--- src/rtl/uart_txer.sv ---
// -----------------------------------------------------------------------------
// uart_txer
//   UART serial transmitter, 8 data bits, no parity, 1 stop bit, LSB first.
//   Bytes are queued in a small FIFO and serialised onto TX. When another byte
//   is waiting at the end of a stop bit, the next start bit follows
//   immediately, with no idle time between frames.
//
// Ports
//   clk         system clock, rising edge
//   rstn        asynchronous active-low reset
//   data_in     byte to queue, captured on the edge where en_data_in=1
//   en_data_in  one-cycle write strobe; ignored while full=1
//   full        FIFO holds FIFO_DEPTH bytes
//   busy        a frame is in progress or bytes are still queued
//   TX          registered serial line, idles high
// -----------------------------------------------------------------------------
module uart_txer #(
    parameter int CLK_FREQ   = 24_000_000,
    parameter int BAUD       = 4800,
    parameter int FIFO_DEPTH = 4
) (
    input  logic       clk,
    input  logic       rstn,
    input  logic [7:0] data_in,
    input  logic       en_data_in,
    output logic       full,
    output logic       busy,
    output logic       TX
);

    localparam int BIT_CYCLES = CLK_FREQ / BAUD;
    localparam int CW         = (BIT_CYCLES > 1) ? $clog2(BIT_CYCLES) : 1;
    localparam int AW         = $clog2(FIFO_DEPTH);
    localparam int CNTW       = AW + 1;

    localparam logic [CW-1:0]   LAST_CYC = CW'(BIT_CYCLES - 1);
    localparam logic [CNTW-1:0] DEPTH_C  = CNTW'(FIFO_DEPTH);

    localparam logic [1:0] S_IDLE  = 2'd0;
    localparam logic [1:0] S_START = 2'd1;
    localparam logic [1:0] S_DATA  = 2'd2;
    localparam logic [1:0] S_STOP  = 2'd3;

    logic [7:0]      mem [0:FIFO_DEPTH-1];
    logic [AW-1:0]   wr_ptr_reg;
    logic [AW-1:0]   rd_ptr_reg;
    logic [CNTW-1:0] count_reg;

    logic [1:0]      state_reg;
    logic [CW-1:0]   baud_cnt_reg;
    logic [2:0]      bit_idx_reg;
    logic [7:0]      shift_reg;
    logic            tx_reg;

    logic            bit_end;
    logic            fifo_nonempty;
    logic            push;
    logic            pop;
    logic [7:0]      head;

    assign bit_end       = (baud_cnt_reg == LAST_CYC);
    assign fifo_nonempty = (count_reg != '0);
    assign full          = (count_reg == DEPTH_C);
    // full is the pre-edge value, so a write while full is dropped even if
    // the FSM pops on the same edge.
    assign push          = en_data_in & ~full;
    // The FSM takes the head byte when idle, or at the end of a stop bit to
    // chain the next frame without a gap.
    assign pop           = fifo_nonempty &
                           ((state_reg == S_IDLE) | ((state_reg == S_STOP) & bit_end));
    assign busy          = (state_reg != S_IDLE) | fifo_nonempty;
    assign TX            = tx_reg;
    assign head          = mem[rd_ptr_reg];

    // FIFO storage: contents need no reset, only the pointers and count do.
    always_ff @(posedge clk) begin
        if (push) begin
            mem[wr_ptr_reg] <= data_in;
        end
    end

    // Pointers wrap naturally because FIFO_DEPTH is a power of two.
    always_ff @(posedge clk or negedge rstn) begin
        if (!rstn) begin
            wr_ptr_reg <= '0;
            rd_ptr_reg <= '0;
            count_reg  <= '0;
        end else begin
            if (push) begin
                wr_ptr_reg <= wr_ptr_reg + AW'(1);
            end
            if (pop) begin
                rd_ptr_reg <= rd_ptr_reg + AW'(1);
            end
            case ({push, pop})
                2'b10:   count_reg <= count_reg + CNTW'(1);
                2'b01:   count_reg <= count_reg - CNTW'(1);
                default: count_reg <= count_reg;
            endcase
        end
    end

    // Frame sequencer. TX is updated on the same edge that changes state, so
    // every bit, start and stop included, is held exactly BIT_CYCLES clocks.
    always_ff @(posedge clk or negedge rstn) begin
        if (!rstn) begin
            state_reg    <= S_IDLE;
            baud_cnt_reg <= '0;
            bit_idx_reg  <= '0;
            shift_reg    <= '0;
            tx_reg       <= 1'b1;
        end else begin
            case (state_reg)
                S_IDLE: begin
                    tx_reg       <= 1'b1;
                    baud_cnt_reg <= '0;
                    if (fifo_nonempty) begin
                        shift_reg <= head;
                        tx_reg    <= 1'b0;
                        state_reg <= S_START;
                    end
                end
                S_START: begin
                    if (bit_end) begin
                        baud_cnt_reg <= '0;
                        bit_idx_reg  <= '0;
                        tx_reg       <= shift_reg[0];
                        state_reg    <= S_DATA;
                    end else begin
                        baud_cnt_reg <= baud_cnt_reg + CW'(1);
                    end
                end
                S_DATA: begin
                    if (bit_end) begin
                        baud_cnt_reg <= '0;
                        shift_reg    <= {1'b0, shift_reg[7:1]};
                        if (bit_idx_reg == 3'd7) begin
                            tx_reg    <= 1'b1;
                            state_reg <= S_STOP;
                        end else begin
                            bit_idx_reg <= bit_idx_reg + 3'd1;
                            // shift_reg[1] becomes bit 0 after this edge
                            tx_reg      <= shift_reg[1];
                        end
                    end else begin
                        baud_cnt_reg <= baud_cnt_reg + CW'(1);
                    end
                end
                S_STOP: begin
                    if (bit_end) begin
                        baud_cnt_reg <= '0;
                        if (fifo_nonempty) begin
                            shift_reg <= head;
                            tx_reg    <= 1'b0;
                            state_reg <= S_START;
                        end else begin
                            state_reg <= S_IDLE;
                        end
                    end else begin
                        baud_cnt_reg <= baud_cnt_reg + CW'(1);
                    end
                end
                default: begin
                    tx_reg    <= 1'b1;
                    state_reg <= S_IDLE;
                end
            endcase
        end
    end

endmodule
--- config.mk ---
export PLATFORM = sky130hd
export DESIGN_NAME = uart_txer
export DESIGN_NICKNAME = d
export VERILOG_FILES = /design/src/rtl/uart_txer.sv
export SDC_FILE = /design/constraint.sdc
export NUM_CORES = 1
export LEC_CHECK = 0
export ABC_CLOCK_PERIOD_IN_PS = 5350
export CAP_MARGIN = 25
export CORE_MARGIN = 2
export CORE_UTILIZATION = 55
export CTS_CLUSTER_SIZE = 30
export DETAILED_ROUTE_END_ITERATION = 10
export PLACE_DENSITY = 0.74
export SLEW_MARGIN = 5
export SYNTH_ARGS = -nofsm -noshare
export SYNTH_HDL_FRONTEND = slang
export SYNTH_SLANG_ARGS = --single-unit
--- constraint.sdc ---
create_clock -name clk -period 5.35 [get_ports clk]
set_input_delay 1.07 -clock clk [delete_from_list [all_inputs] [get_ports clk]]
set_output_delay 1.07 -clock clk [all_outputs]
set_load 0.03 [all_outputs]
# [Word-level counts from Yosys, hierarchy flattened]
# Memory sizes are Yosys's and may differ from the RTL's.
# Index checks and enable logic that the tools add are counted.
[totals] regBits=34 output_inout_bits=3 mem_count=1 mem_bits_rw=32
[classes] bitwise=6 reduce_logical=11 addsub=6 muxes=27 eq_ne=15
[mem_list] memory="mem" words=4 word_bits=8 read_ports=1 rd_ports_with_merged_regs=0 wr=1 line="44" rtl="logic [7:0] mem [0:FIFO_DEPTH-1];"
[op_table] op="$pmux 13 s2" n=1
[op_table] op="$mux 8" n=3
[op_table] op="$pmux 8 s3" n=1
[op_table] op="$ne 2x2->1 const B" n=7
[op_table] op="$add 13x1->13 const B" n=1
[op_table] op="$eq 13x13->1 const B" n=1
[op_table] op="$mux 13" n=1
[op_table] op="$pmux 3 s2" n=2
[op_table] op="$mux 2" n=5
[op_table] op="$mux 1" n=9
[op_table] op="$mux 3" n=3
[op_table] op="$pmux 2 s4" n=1
[op_table] op="$reduce_and 4->1" n=2
[op_table] op="$add 3x1->3 const B" n=2
[op_table] op="$eq 2x2->1 const B" n=3
[op_table] op="$eq 3x3->1 const B" n=2
[op_table] op="$reduce_bool 2->1" n=3
[op_table] op="$reduce_bool 3->1" n=2
[op_table] op="$reduce_and 5->1" n=1
[op_table] op="$add 2x1->2 const B" n=2
[op_table] op="$eq 2x1->1 const B" n=2
[op_table] op="$pmux 1 s4" n=1
[op_table] op="$and 1x1->1" n=3
[op_table] op="$reduce_and 3->1" n=1
[op_table] op="other kinds (5)" n=6

# [Depth between registers and ports, before layout]
[depth] depth_word=6 depth_mapped=10 depth_no_buf=10

# [Worst setup path after synthesis]
# Ideal clock, no wire load.
[synth_timing] path_type="input to register" start="in en_data_in" end="reg count_reg[2]" arrival_ps=2276 slack_ps=2995 stages=8 path_buffers=0 setup_time_ps=79 cell_sequence="nor2b_1 inv_1 ha_1 inv_1 fa_1 xor2_1 nor2_1 xor2_1"
[synth_between] elab_chain_cells=3 elab_cells_between_ends=5 cone_classes="eq/ne: 2; mux: 1; bitwise: 1; reduce/logical: 1"
[synth_rtl] element="start: declaration" line="25" rtl="input logic en_data_in,"
[synth_rtl] element="$and 1x1->1 (*)" line="66" rtl="assign push = en_data_in & ~full;"
[synth_rtl] element="$eq 2x1->1 or $eq 2x2->1 (tied branches)" line="95" rtl="case ({push, pop})"
[synth_rtl] element="$pmux 3 s2 or $reduce_bool 2->1 (tied branches)"
[synth_rtl] element="end signal: assignment" line="96" rtl="2'b10: count_reg <= count_reg + CNTW'(1);"
[synth_rtl] element="end signal: assignment" line="97" rtl="2'b01: count_reg <= count_reg - CNTW'(1);"
[synth_rtl] element="end signal: assignment" line="98" rtl="default: count_reg <= count_reg;"
[synth_rtl] element="end: declaration" line="47" rtl="logic [CNTW-1:0] count_reg;"
# Mark *: on every way between the ends. The rest lies on a longest branch, timed or not.
# A chain may end at the register's enable or synchronous reset.

# [Final worst setup path]
[layout_timing] start="reg count_reg[0]" end="out busy"
[layout_between] elab_chain_cells=2
[layout_rtl] element="$reduce_bool 3->1" line="62" rtl="assign fifo_nonempty = (count_reg != '0);"
[layout_rtl] element="$or 1x1->1" line="71" rtl="assign busy = (state_reg != S_IDLE) | fifo_nonempty;"
[layout_rtl] element="end: declaration" line="27" rtl="output logic busy,"
# No other way between the ends.

==> out/qor.yml <==
clocking:
  clk_transition_reported_paths_ns: 0.07
  postCtsHoldBufs: 0
  cts_max_level: 3
  numCtsBuffers: 9
  cts_tree: "yes"
  cts_buffer_depth: 2
  cts.root.buffer_cell: "clkbuf_8"
  insertion_delay_ns: 0.34
  postCtsResizedCells: 0
  clock_sinks: 66
  cts_setup_buffers: 0
global_routing:
  track_usage_pct: 18.5
  met2_usage_pct: 30.8
  antenna_found_initial: 0
  grt-ovfl-total: 0
  grt_pass1_vias: 1858
  grt_pass1_wl_mm: 8.58
  met3_usage_pct: 5.11
  use_met1_pct: 21.7
  top_usage_layer: "met2"
  grt_max_degree: 35
synth:
  synth.distinct_cells: 44
  ys_seq_elements: 66
  ys_top_cells_by_area: "edfxtp_1 (31%), dfrtp_1 (27%), mux4_2 (5.8%)"
  yosys_warnings: 0
  synth_top_area_share_pct: 30.9
  synth_fp_nets: 259
  synth-seq-area-share_pct: 58.3
  syn_area_per_cell_um2: 13.3
  synthFlopType: "dfrtp_1"
  synth_area_um2: 3110
  synth_area_leader_cell: "edfxtp_1"
  syn_inst: 233
  synth_edf_count: 32
  async_reset_ff_share_pct: 51.5
timing:
  setup_viol: 0
  fin_ws_ns: 2.07
  post-route-period-util_pct: 61.3
  final_max_slew_viol_count: 0
  fmax_ghz: 0.305
  tns_ns: 0
  fin_crit_ns: 3.28
  rsz0062_at_grt: "false"
  tightestPinTransition_ns: 0.729
  hold_violations: 0
  final.setup_skew_ns: 0.00795
  relSlewSlack_pct: 51.0
power:
  power.leakage_nw: 1.44
  powerDensity_nw_per_um2: 544
  seqPwrFrac_pct: 41.3
  p_clk_share_pct: 22.0
  internal_power_mw: 1.26
  p_sw_mw: 0.647
  switching_share_pct: 33.9
  combinationalPowerShare_pct: 36.7
  ir_drop_mv: 0.347
  power_mw: 1.91
cells_and_area:
  syn_to_final_growth_pct: 12.8
  fillers: 415
  post-route-util_pct: 64.1
  antenna_cells: 0
  drive_above_1_share_pct: 16.0
  fin_nets: 278
  largest_reg_flops: 32
floorplan:
  initial_core_util_pct: 56.8
  pin_count: 14
  die_x_um: 79.2
  die_area_um2: 6270
  core-area_um2: 5470
  num_rows: 27
  dieHeight_um: 79.2
detailed_routing:
  dr.pass1.iters: 4
  drt_iter0_markers: 85
  routedWlPerCell_um: 14.8
  ant_nets: 0
  routed_via_density: 5.46
  drc: 0
  wirelength_mm: 4.88
  vias: 1797
place:
  port_buffers: 13
  dp_worst_setup_slack_ns: 2.43
  hpwl_mm: 3.43
  place_congestion: 0.729
critical_path:
  critPathKind: "flop to primary output"
  cpPeakStageDelay_ns: 0.63
  critPathTopFamily: "simple AND/OR/NAND/NOR gates"
  critPathMaxFanout: 7
  path_cells: "nor3_1, nand2_1, clkdlybuf4s50_1"
  crit_required_ns: 4.28
  slowest_stage: "clkdlybuf4s50_1"
  arrival_ns: 2.21
  crit_buf_inv: 1
  start_kind: "flop"
  critPathCaptureType: "primary output"
min_path:
  min_path_type: "flop to flop"
job:
  drv_cap: 0
status:
  status: "finished, final reports clean"
==> stage by stage <==
| step | instances | hold WS [ns] | area [um2] |
|---|---|---|---|
| floorplan | 233 | 0.424 | 3110 |
| global placement | 313 | 0.444 | 3310 |
| detailed placement | 313 | 0.453 | 3310 |
| CTS | 329 | 0.463 | 3510 |
| global route | 329 | 0.468 | 3510 |
| finish | 329 | 0.460 | 3510 |
==> worst register-to-register path, stage by stage (launching register included) <==
cell	delay (ns)
dfrtp_1	0.37
ha_1	0.26
and4_1	0.32
a41oi_1	0.18
nor2_1	0.24
ha_1	0.23
inv_1	0.06
fa_1	0.37
xor2_1	0.15
nor2_1	0.11
xor2_1	0.16
==> Yosys cell counts, types with 3 or more instances <==
master	count
or3_1	3
and2_1	6
a21oi_1	5
nand2_1	31
mux2i_1	3
nor2_1	10
inv_1	12
nor3_1	4
dfrtp_1	33
xnor2_1	4
mux4_2	8
o21ai_0	8
clkbuf_1	4
edfxtp_1	32
ha_1	14
a22o_1	3
nand3_1	3
nand4_1	4
mux2_4	7
xor2_1	9
==> power groups by stage <==
stage	logic, mW	registers (mW)	clock network [mW]
floorplan	0.615	0.749	0
global placement	0.689	0.794	0
detailed placement	0.708	0.798	0
CTS	0.710	0.790	0.429
global route	0.782	0.809	0.459
finish	0.699	0.789	0.419
==> layout by cell type (no fill, tap or decap), types with 2 or more instances in the layout <==
cell / synthesis / layout
clkdlybuf4s50_1: 0 / 13
a31oi_1: 2 / 2
nand2_1: 31 / 31
o21ai_0: 8 / 8
and3_1: 2 / 2
a21oi_1: 5 / 5
edfxtp_1: 32 / 32
inv_1: 12 / 12
nand4_1: 4 / 4
and2_1: 6 / 6
clkbuf_8: 0 / 9
mux4_2: 8 / 8
mux2_2: 2 / 2
inv_6: 0 / 3
or3_1: 3 / 3
ha_1: 14 / 14
xnor2_1: 4 / 4
nor4b_4: 2 / 2
mux2_4: 7 / 7
dfrtp_1: 33 / 33
clkinv_1: 1 / 2
a22o_1: 3 / 3
or2_2: 2 / 2
nor2b_1: 2 / 2
nand3_1: 3 / 3
nor2_1: 10 / 10
xor2_1: 9 / 9
nor3_1: 4 / 4
mux2i_1: 3 / 3
==> kinds of logic after synthesis <==
logic type      count (synthesis)  share of synthesized area (%)
mux                            20                           10.9
fa+ha+maj                      15                           6.28
buf+inv                        19                           2.57
compound gates                 26                           5.47
xor+xnor                       13                           3.66
simple gates                   74                           12.8
flops                          66                           58.3
==> layer usage <==
layer  wire [um]  vias up
met4         110        0
met5           0        -
met2        2430       27
li1            -      874
met3         194       11
met1        2150      885
==> cell type report <==
type                    instances  area [um2]  share of cell area, %
multi-input cells             148        1220                   34.7
clock buffers                   9         124                   3.53
flip-flops and latches         66        1810                   51.7
repair buffers                 14         138                   3.93
inverters                      13        48.8                   1.39
well taps                      72        90.1                   2.57
clock inverters                 7        76.3                   2.18
==> path summary, 6_finish.rpt <==
check | start | end | slack, ns | cells after the start
setup / recovery | count_reg[0]$_DFFE_PN0P_ | busy | 2.07 | 3
hold / removal | baud_cnt_reg[0]$_DFF_PN0_ | baud_cnt_reg[0]$_DFF_PN0_ | 0.46 | 1
setup reg to reg | baud_cnt_reg[0]$_DFF_PN0_ | count_reg[2]$_DFFE_PN0P_ | 2.84 | 10
hold reg to reg | baud_cnt_reg[0]$_DFF_PN0_ | baud_cnt_reg[0]$_DFF_PN0_ | 0.46 | 1
max in group asynchronous | rstn | TX$_DFFE_PN1P_ | 3.88 | 2
min in group asynchronous | rstn | shift_reg[5]$_DFFE_PN0P_ | 1.14 | 2
No activity file was read; power rests on OpenSTA's default activity.
